<file path="src/rtl/conv_sched_if.sv">
// conv_sched_if: signal bundle between the conv_sched controller and its
// surroundings (run/abort control, shared PE operand selects and control,
// captured results, status). The step input exists only when
// CONV_SCHED_STEP_EN is defined.
interface conv_sched_if #(
    parameter int ACC_W = 20
);
    logic             run;
    logic             abort;
`ifdef CONV_SCHED_STEP_EN
    logic             step;
`endif
    logic [3:0]       a_sel;
    logic [3:0]       b_sel;
    logic             pe_clr;
    logic             pe_en;
    logic [ACC_W-1:0] pe_acc;
    logic [1:0]       out_idx;
    logic             out_we;
    logic [ACC_W-1:0] res0;
    logic [ACC_W-1:0] res1;
    logic [ACC_W-1:0] res2;
    logic [ACC_W-1:0] res3;
    logic             busy;
    logic             done;

    // Controller side
    modport master (
`ifdef CONV_SCHED_STEP_EN
        input  step,
`endif
        input  run, abort, pe_acc,
        output a_sel, b_sel, pe_clr, pe_en, out_idx, out_we,
        output res0, res1, res2, res3, busy, done
    );

    // Environment side (operand registers, PE, run/display logic)
    modport slave (
`ifdef CONV_SCHED_STEP_EN
        output step,
`endif
        output run, abort, pe_acc,
        input  a_sel, b_sel, pe_clr, pe_en, out_idx, out_we,
        input  res0, res1, res2, res3, busy, done
    );
endinterface

</file>
<file path="src/rtl/conv_sched.sv">
// conv_sched: time-multiplexes one 8x8 MAC PE to compute the 2x2 valid
// convolution of a 4x4 image with a 3x3 kernel. For each of the four outputs
// it clears the PE, issues nine MACs, waits PE_LAT cycles for the pipeline to
// drain, then captures pe_acc into the matching result register.
// Build option: CONV_SCHED_STEP_EN adds a step input; MAC taps then advance
// only on cycles where step=1.
module conv_sched #(
    parameter int ACC_W  = 20,
    parameter int PE_LAT = 1
) (
    input  logic         clk,
    input  logic         reset,
    conv_sched_if.master bus
);
    typedef enum logic [2:0] {
        IDLE,
        CLR,
        MAC,
        DRAIN,
        STORE,
        DONE
    } state_t;

    // Last value of the drain counter; unused when PE_LAT is 0
    localparam logic [2:0] DRAIN_LAST = 3'((PE_LAT > 0) ? PE_LAT - 1 : 0);

    state_t     state_reg, state_next;
    logic [3:0] k_reg, k_next;
    logic [2:0] drain_reg, drain_next;
    logic [1:0] idx_reg, idx_next;

    logic       mac_adv;
    logic [3:0] a_base;
    logic [3:0] a_off;
    logic [3:0] a_sel_c;
    logic [3:0] b_sel_c;
    logic       pe_clr_c;
    logic       pe_en_c;
    logic       out_we_c;
    logic       done_c;

`ifdef CONV_SCHED_STEP_EN
    assign mac_adv = bus.step;
`else
    assign mac_adv = 1'b1;
`endif

    // Top-left image element of the current output window: 4*r + c
    assign a_base = {1'b0, idx_reg[1], 1'b0, idx_reg[0]};

    // Image offset of kernel tap k inside the window: 4*(k/3) + k%3
    always_comb begin
        case (k_reg)
            4'd0:    a_off = 4'd0;
            4'd1:    a_off = 4'd1;
            4'd2:    a_off = 4'd2;
            4'd3:    a_off = 4'd4;
            4'd4:    a_off = 4'd5;
            4'd5:    a_off = 4'd6;
            4'd6:    a_off = 4'd8;
            4'd7:    a_off = 4'd9;
            4'd8:    a_off = 4'd10;
            default: a_off = 4'd0;
        endcase
    end

    // State and counter registers
    always_ff @(posedge clk or negedge reset) begin
        if (!reset) begin
            state_reg <= IDLE;
            k_reg     <= '0;
            drain_reg <= '0;
            idx_reg   <= '0;
        end else begin
            state_reg <= state_next;
            k_reg     <= k_next;
            drain_reg <= drain_next;
            idx_reg   <= idx_next;
        end
    end

    // Next-state and output decode; abort overrides everything outside IDLE
    always_comb begin
        state_next = state_reg;
        k_next     = k_reg;
        drain_next = drain_reg;
        idx_next   = idx_reg;
        a_sel_c    = '0;
        b_sel_c    = '0;
        pe_clr_c   = 1'b0;
        pe_en_c    = 1'b0;
        out_we_c   = 1'b0;
        done_c     = 1'b0;
        unique case (state_reg)
            IDLE: begin
                if (bus.run && !bus.abort) begin
                    state_next = CLR;
                end
            end
            CLR: begin
                pe_clr_c   = 1'b1;
                k_next     = '0;
                state_next = MAC;
            end
            MAC: begin
                pe_en_c = mac_adv;
                a_sel_c = a_base + a_off;
                b_sel_c = k_reg;
                if (mac_adv) begin
                    if (k_reg == 4'd8) begin
                        k_next     = '0;
                        drain_next = '0;
                        state_next = (PE_LAT > 0) ? DRAIN : STORE;
                    end else begin
                        k_next = k_reg + 4'd1;
                    end
                end
            end
            DRAIN: begin
                if (drain_reg == DRAIN_LAST) begin
                    state_next = STORE;
                end else begin
                    drain_next = drain_reg + 3'd1;
                end
            end
            STORE: begin
                out_we_c = 1'b1;
                if (idx_reg == 2'd3) begin
                    state_next = DONE;
                end else begin
                    idx_next   = idx_reg + 2'd1;
                    state_next = CLR;
                end
            end
            DONE: begin
                done_c     = 1'b1;
                idx_next   = '0;
                state_next = IDLE;
            end
            default: state_next = IDLE;
        endcase
        if (bus.abort && (state_reg != IDLE)) begin
            state_next = IDLE;
            k_next     = '0;
            drain_next = '0;
            idx_next   = '0;
            out_we_c   = 1'b0;
            done_c     = 1'b0;
        end
    end

    // One result register per output position, written on its store strobe
    genvar gi;
    generate
        for (gi = 0; gi < 4; gi++) begin : g_res
            logic [ACC_W-1:0] res_reg;
            always_ff @(posedge clk or negedge reset) begin
                if (!reset) begin
                    res_reg <= '0;
                end else if (out_we_c && (idx_reg == 2'(gi))) begin
                    res_reg <= bus.pe_acc;
                end
            end
        end
    endgenerate

    assign bus.a_sel   = a_sel_c;
    assign bus.b_sel   = b_sel_c;
    assign bus.pe_clr  = pe_clr_c;
    assign bus.pe_en   = pe_en_c;
    assign bus.out_idx = idx_reg;
    assign bus.out_we  = out_we_c;
    assign bus.done    = done_c;
    assign bus.busy    = (state_reg != IDLE);
    assign bus.res0    = g_res[0].res_reg;
    assign bus.res1    = g_res[1].res_reg;
    assign bus.res2    = g_res[2].res_reg;
    assign bus.res3    = g_res[3].res_reg;
endmodule

</file>
<file path="src/flat_wrapper.sv">
// flat-port wrapper written by rule: the top's interface ports become plain ports
module conv_sched_flat 
#(
    parameter int ACC_W  = 20,
    parameter int PE_LAT = 1
)
  (clk, reset, bus_run, bus_abort, bus_pe_acc, bus_a_sel, bus_b_sel, bus_pe_clr, bus_pe_en, bus_out_idx, bus_out_we, bus_res0, bus_res1, bus_res2, bus_res3, bus_busy, bus_done);
  conv_sched_if #(.ACC_W(ACC_W)) bus_i ();
  input  logic clk;
  input  logic reset;
  input wire logic [$bits(bus_i.run)-1:0] bus_run;
  input wire logic [$bits(bus_i.abort)-1:0] bus_abort;
  input wire logic [$bits(bus_i.pe_acc)-1:0] bus_pe_acc;
  output wire logic [$bits(bus_i.a_sel)-1:0] bus_a_sel;
  output wire logic [$bits(bus_i.b_sel)-1:0] bus_b_sel;
  output wire logic [$bits(bus_i.pe_clr)-1:0] bus_pe_clr;
  output wire logic [$bits(bus_i.pe_en)-1:0] bus_pe_en;
  output wire logic [$bits(bus_i.out_idx)-1:0] bus_out_idx;
  output wire logic [$bits(bus_i.out_we)-1:0] bus_out_we;
  output wire logic [$bits(bus_i.res0)-1:0] bus_res0;
  output wire logic [$bits(bus_i.res1)-1:0] bus_res1;
  output wire logic [$bits(bus_i.res2)-1:0] bus_res2;
  output wire logic [$bits(bus_i.res3)-1:0] bus_res3;
  output wire logic [$bits(bus_i.busy)-1:0] bus_busy;
  output wire logic [$bits(bus_i.done)-1:0] bus_done;
  assign bus_i.run = bus_run;
  assign bus_i.abort = bus_abort;
  assign bus_i.pe_acc = bus_pe_acc;
  assign bus_a_sel = bus_i.a_sel;
  assign bus_b_sel = bus_i.b_sel;
  assign bus_pe_clr = bus_i.pe_clr;
  assign bus_pe_en = bus_i.pe_en;
  assign bus_out_idx = bus_i.out_idx;
  assign bus_out_we = bus_i.out_we;
  assign bus_res0 = bus_i.res0;
  assign bus_res1 = bus_i.res1;
  assign bus_res2 = bus_i.res2;
  assign bus_res3 = bus_i.res3;
  assign bus_busy = bus_i.busy;
  assign bus_done = bus_i.done;
  conv_sched #(.ACC_W(ACC_W), .PE_LAT(PE_LAT)) u_core (.clk(clk), .reset(reset), .bus(bus_i));
endmodule
</file>
<file path="config.mk">
export PLATFORM = sky130hd
export DESIGN_NAME = conv_sched_flat
export DESIGN_NICKNAME = d
export VERILOG_FILES = /design/src/rtl/conv_sched_if.sv /design/src/rtl/conv_sched.sv /design/src/flat_wrapper.sv
export SDC_FILE = /design/constraint.sdc
export NUM_CORES = 1
export LEC_CHECK = 0
export ABC_CLOCK_PERIOD_IN_PS = 2400
export CORE_MARGIN = 5
export CORE_UTILIZATION = 45
export CTS_BUF_LIST = sky130_fd_sc_hd__clkbuf_16
export DETAILED_ROUTE_END_ITERATION = 10
export HOLD_SLACK_MARGIN = 0.08
export PLACE_DENSITY = 0.74
export SYNTH_ARGS = -nofsm -noshare
export SYNTH_HDL_FRONTEND = slang
export SYNTH_SLANG_ARGS = --single-unit
</file>
<file path="constraint.sdc">
create_clock -name clk -period 2.4 [get_ports clk]
set_clock_uncertainty 0.2 [all_clocks]
set_input_delay 0.36 -clock clk [delete_from_list [all_inputs] [get_ports clk]]
set_output_delay 0.36 -clock clk [all_outputs]
set_load 0.02 [all_outputs]
</file>
==> impl_metrics.tcl <==
set metrics [dict create \
    crit_required_ns 1.84 \
    clock.fmax_mhz 349 \
    fin_crit_ns 2.87 \
    antenna_cells 0 \
    setup-tns-final_ns -1.26 \
    synth.mux.area_fraction_pct 23.1 \
    path_clk_slew_ns 0.06 \
    relSlewSlack_pct 56.0 \
    grt_usage_pct 18.1 \
    use_met1_pct 23.7 \
    die_height_um 105 \
    ant_nets 0 \
    clkSinkCount 92 \
    core_area_mm2 0.00876 \
    final-setup-viol-count 4 \
    rsz0062_at_grt "true" \
    synthSimpleGateAreaFrac_pct 7.35 \
    syn_to_final_growth_pct 45.8 \
    arrival_ns 2.31 \
    ys.warnings.count 0 \
    drt-total-wl_um 10200 \
    clk_latency_ns 0.33 \
    h-tree-depth 3 \
    grt.met2_usage_pct 29.5 \
    avgSynthCellArea_um2 13.4 \
    grt_max_degree 52 \
    dp_hpwl_um 7200 \
    mostFrequentLayoutCell "clkdlybuf4s50_1" \
    drt_iter0_markers 85 \
    r2r-start "u_core.state_reg[1]" \
    critPathKind "flop to output pin" \
    grt_overflow 0 \
    synth_compound_area_share_pct 4.67 \
    start_kind "flop" \
    die_area_mm2 0.0110 \
    violations "setup timing" \
    p_per_area_mw_per_mm2 693 \
    pin_count 119 \
    preCtsSetupSlack_ns -0.605 \
    wl_per_cell_um 17.9 \
    min_period_over_period_pct 119 \
    ys_types 37 \
    initial_core_util_pct 46.4 \
    cap_violations 0 \
    clockBufferDepth 2 \
    critical-path-slowest-cell "dfrtp_2" \
    hold_viol 0 \
    p_total_mw 4.11 \
    r2r_slack_ns 0.43 \
    nFillCells 656 \
    use_met3_pct 4.62 \
    hold_class "flop to flop" \
    crit_path_frequent_cell "ha_2" \
    synth_top_family_by_area "multiplexers" \
    mostFrequentLayoutCells "105 x clkdlybuf4s50_1, 91 x dfrtp_1, 80 x mux2_2, 38 x buf_4, 16 x nor2_1" \
    synth_nets 340 \
    ys_seq_elements 92 \
    grt_pass1_vias 3126 \
    synth_cells 303 \
    rows 34 \
    die-width_um 105 \
    cts_tree "yes" \
    drc 0 \
    cts_root_buf "clkbuf_16" \
    grt.busiest_layer "met2" \
    nets 491 \
    status "finished with violations" \
    drive_gt1_share_pct 34.4 \
    slew_viol_final 0 \
    yosysSeqAreaShare_pct 56.6 \
    path_depth 10 \
    crit_buf_inv 2 \
    cp_cell_sequence "buf_4, ha_2, mux2i_1, nor2_1, ha_2, nand2_2, a21oi_2, or3_4, a21oi_4, buf_6" \
    hp-start "u_core.bus.res0[6]" \
    critPathCaptureType "output pin" \
    yosys.area_share.xor_xnor_pct 0.215 \
    setup_ws_ns -0.466 \
    vdd_ir_drop_max_uv 347 \
    critPathMaxFanout 5 \
    slowest_delay_ns 0.44 \
    via_per_inst 5.30 \
    grt_pass1_wl_um 16100 \
    synth-adder-area-share_pct 4.00 \
    crit_family "simple AND/OR/NAND/NOR gates" \
    io_buffers 118 \
    worstReg2RegEnd "u_core.bus.res1[13]" \
    netlist_area_mm2 0.00407 \
    worst_slew_pin_slew_ns 0.660 \
    leakage_nw 2.93 \
    place.gp.congestion 0.798 \
    cts_buffers 9 \
    reg2regPathDepth 6 \
    holdPathEnd "u_core.bus.res0[6]" \
    hold_depth 1 \
    drt_first_pass_iters 5 \
    vias 3003 \
    antenna_found_initial 0 \
]
==> synth_stat cells <==
master / instances / share of area [%]
a2111oi_0: 1 / 0.22
a211o_1: 1 / 0.22
a211oi_1: 2 / 0.37
a21oi_1: 6 / 0.74
a22o_1: 1 / 0.22
a31oi_1: 2 / 0.31
a32o_1: 1 / 0.25
and3_1: 3 / 0.46
and3b_1: 2 / 0.43
buf_2: 6 / 0.74
buf_6: 7 / 1.9
clkbuf_1: 3 / 0.28
dfrtp_1: 92 / 57
ha_1: 13 / 4.0
inv_1: 12 / 1.1
mux2_2: 80 / 22
mux2i_1: 4 / 0.98
nand2_1: 16 / 1.5
nand2b_1: 4 / 0.61
nand2b_4: 1 / 0.34
nand3_1: 2 / 0.25
nand3b_1: 2 / 0.37
nor2_1: 17 / 1.6
nor3_1: 3 / 0.37
nor3_4: 1 / 0.40
nor3b_1: 1 / 0.18
nor4_1: 2 / 0.31
nor4b_1: 2 / 0.43
o21ai_0: 6 / 0.74
o22a_1: 2 / 0.43
o22ai_1: 2 / 0.31
o311ai_0: 1 / 0.22
o32a_1: 1 / 0.25
o32ai_1: 1 / 0.22
o41ai_1: 1 / 0.22
or3_1: 1 / 0.15
xnor2_1: 1 / 0.22
==> routing by layer <==
metal | wire length, um | up-vias
met3 | 600 | 14
met1 | 4380 | 1509
met4 | 244 | 0
li1 | - | 1373
met5 | 0 | -
met2 | 4950 | 107
==> cell type report <==
cell class,count,area [um2],area share [%]
sequential,92,2300,38.8
clock buffer,9,225,3.80
timing repair buffer,156,1490,25.2
inverter,12,45.0,0.759
clock inverter,7,42.5,0.717
multi-input combinational,183,1690,28.5
tap,108,135,2.28
==> report_power, final <==
group	total (mW)	switching, mW	internal [mW]
clock network	1.27	0.571	0.696
logic	1.07	0.525	0.541
registers	1.78	0.0862	1.69
total	4.11	1.18	2.93
==> timing repair <==
action,4_1_cts,5_1_grt
hold endpoints to repair,49,0
pin swaps,1,9
resized for setup,34,14
hold buffers,1,0
endpoints found under the setup margin,9,11
setup buffers,0,7
==> worst max path at each step <==
| stage | startpoint | endpoint | slack (ns) |
|---|---|---|---|
| finish | u_core.k_reg[0] | bus_a_sel[3] | -0.47 |
| global route | u_core.k_reg[1] | bus_a_sel[3] | -0.55 |
| CTS | u_core.k_reg[0] | bus_a_sel[3] | -0.47 |
| detailed placement | u_core.k_reg[1] | bus_a_sel[3] | -0.61 |
| global placement | u_core.k_reg[0] | bus_a_sel[3] | -0.53 |
| floorplan | u_core.k_reg[0] | bus_a_sel[3] | 0.02 |
==> logic make-up (layout without fill, tap and decap cells) <==
kind of cell               count (synthesis)  in the layout
adders and majority gates                 13             13
AOI/OAI and AO/OA                         28             28
buffers and inverters                     28            184
DFF                                       92             92
muxes                                     84             84
xor gates and xnor gates                   1              1
and+or+nand+nor                           57             57
==> metrics by stage <==
step	instances	cell area (um2)	hold WS (ns)	utilization (%)
2_1_floorplan	303	4100	-0.136	-
6_report	567	5930	0.301	67.7
4_1_cts	560	5840	0.306	66.7
5_1_grt	567	5930	0.311	67.7
3_3_place_gp	543	5530	0.230	63.1
3_5_place_dp	543	5530	0.238	63.1
Note: power is estimated with default switching activity, not from simulation.
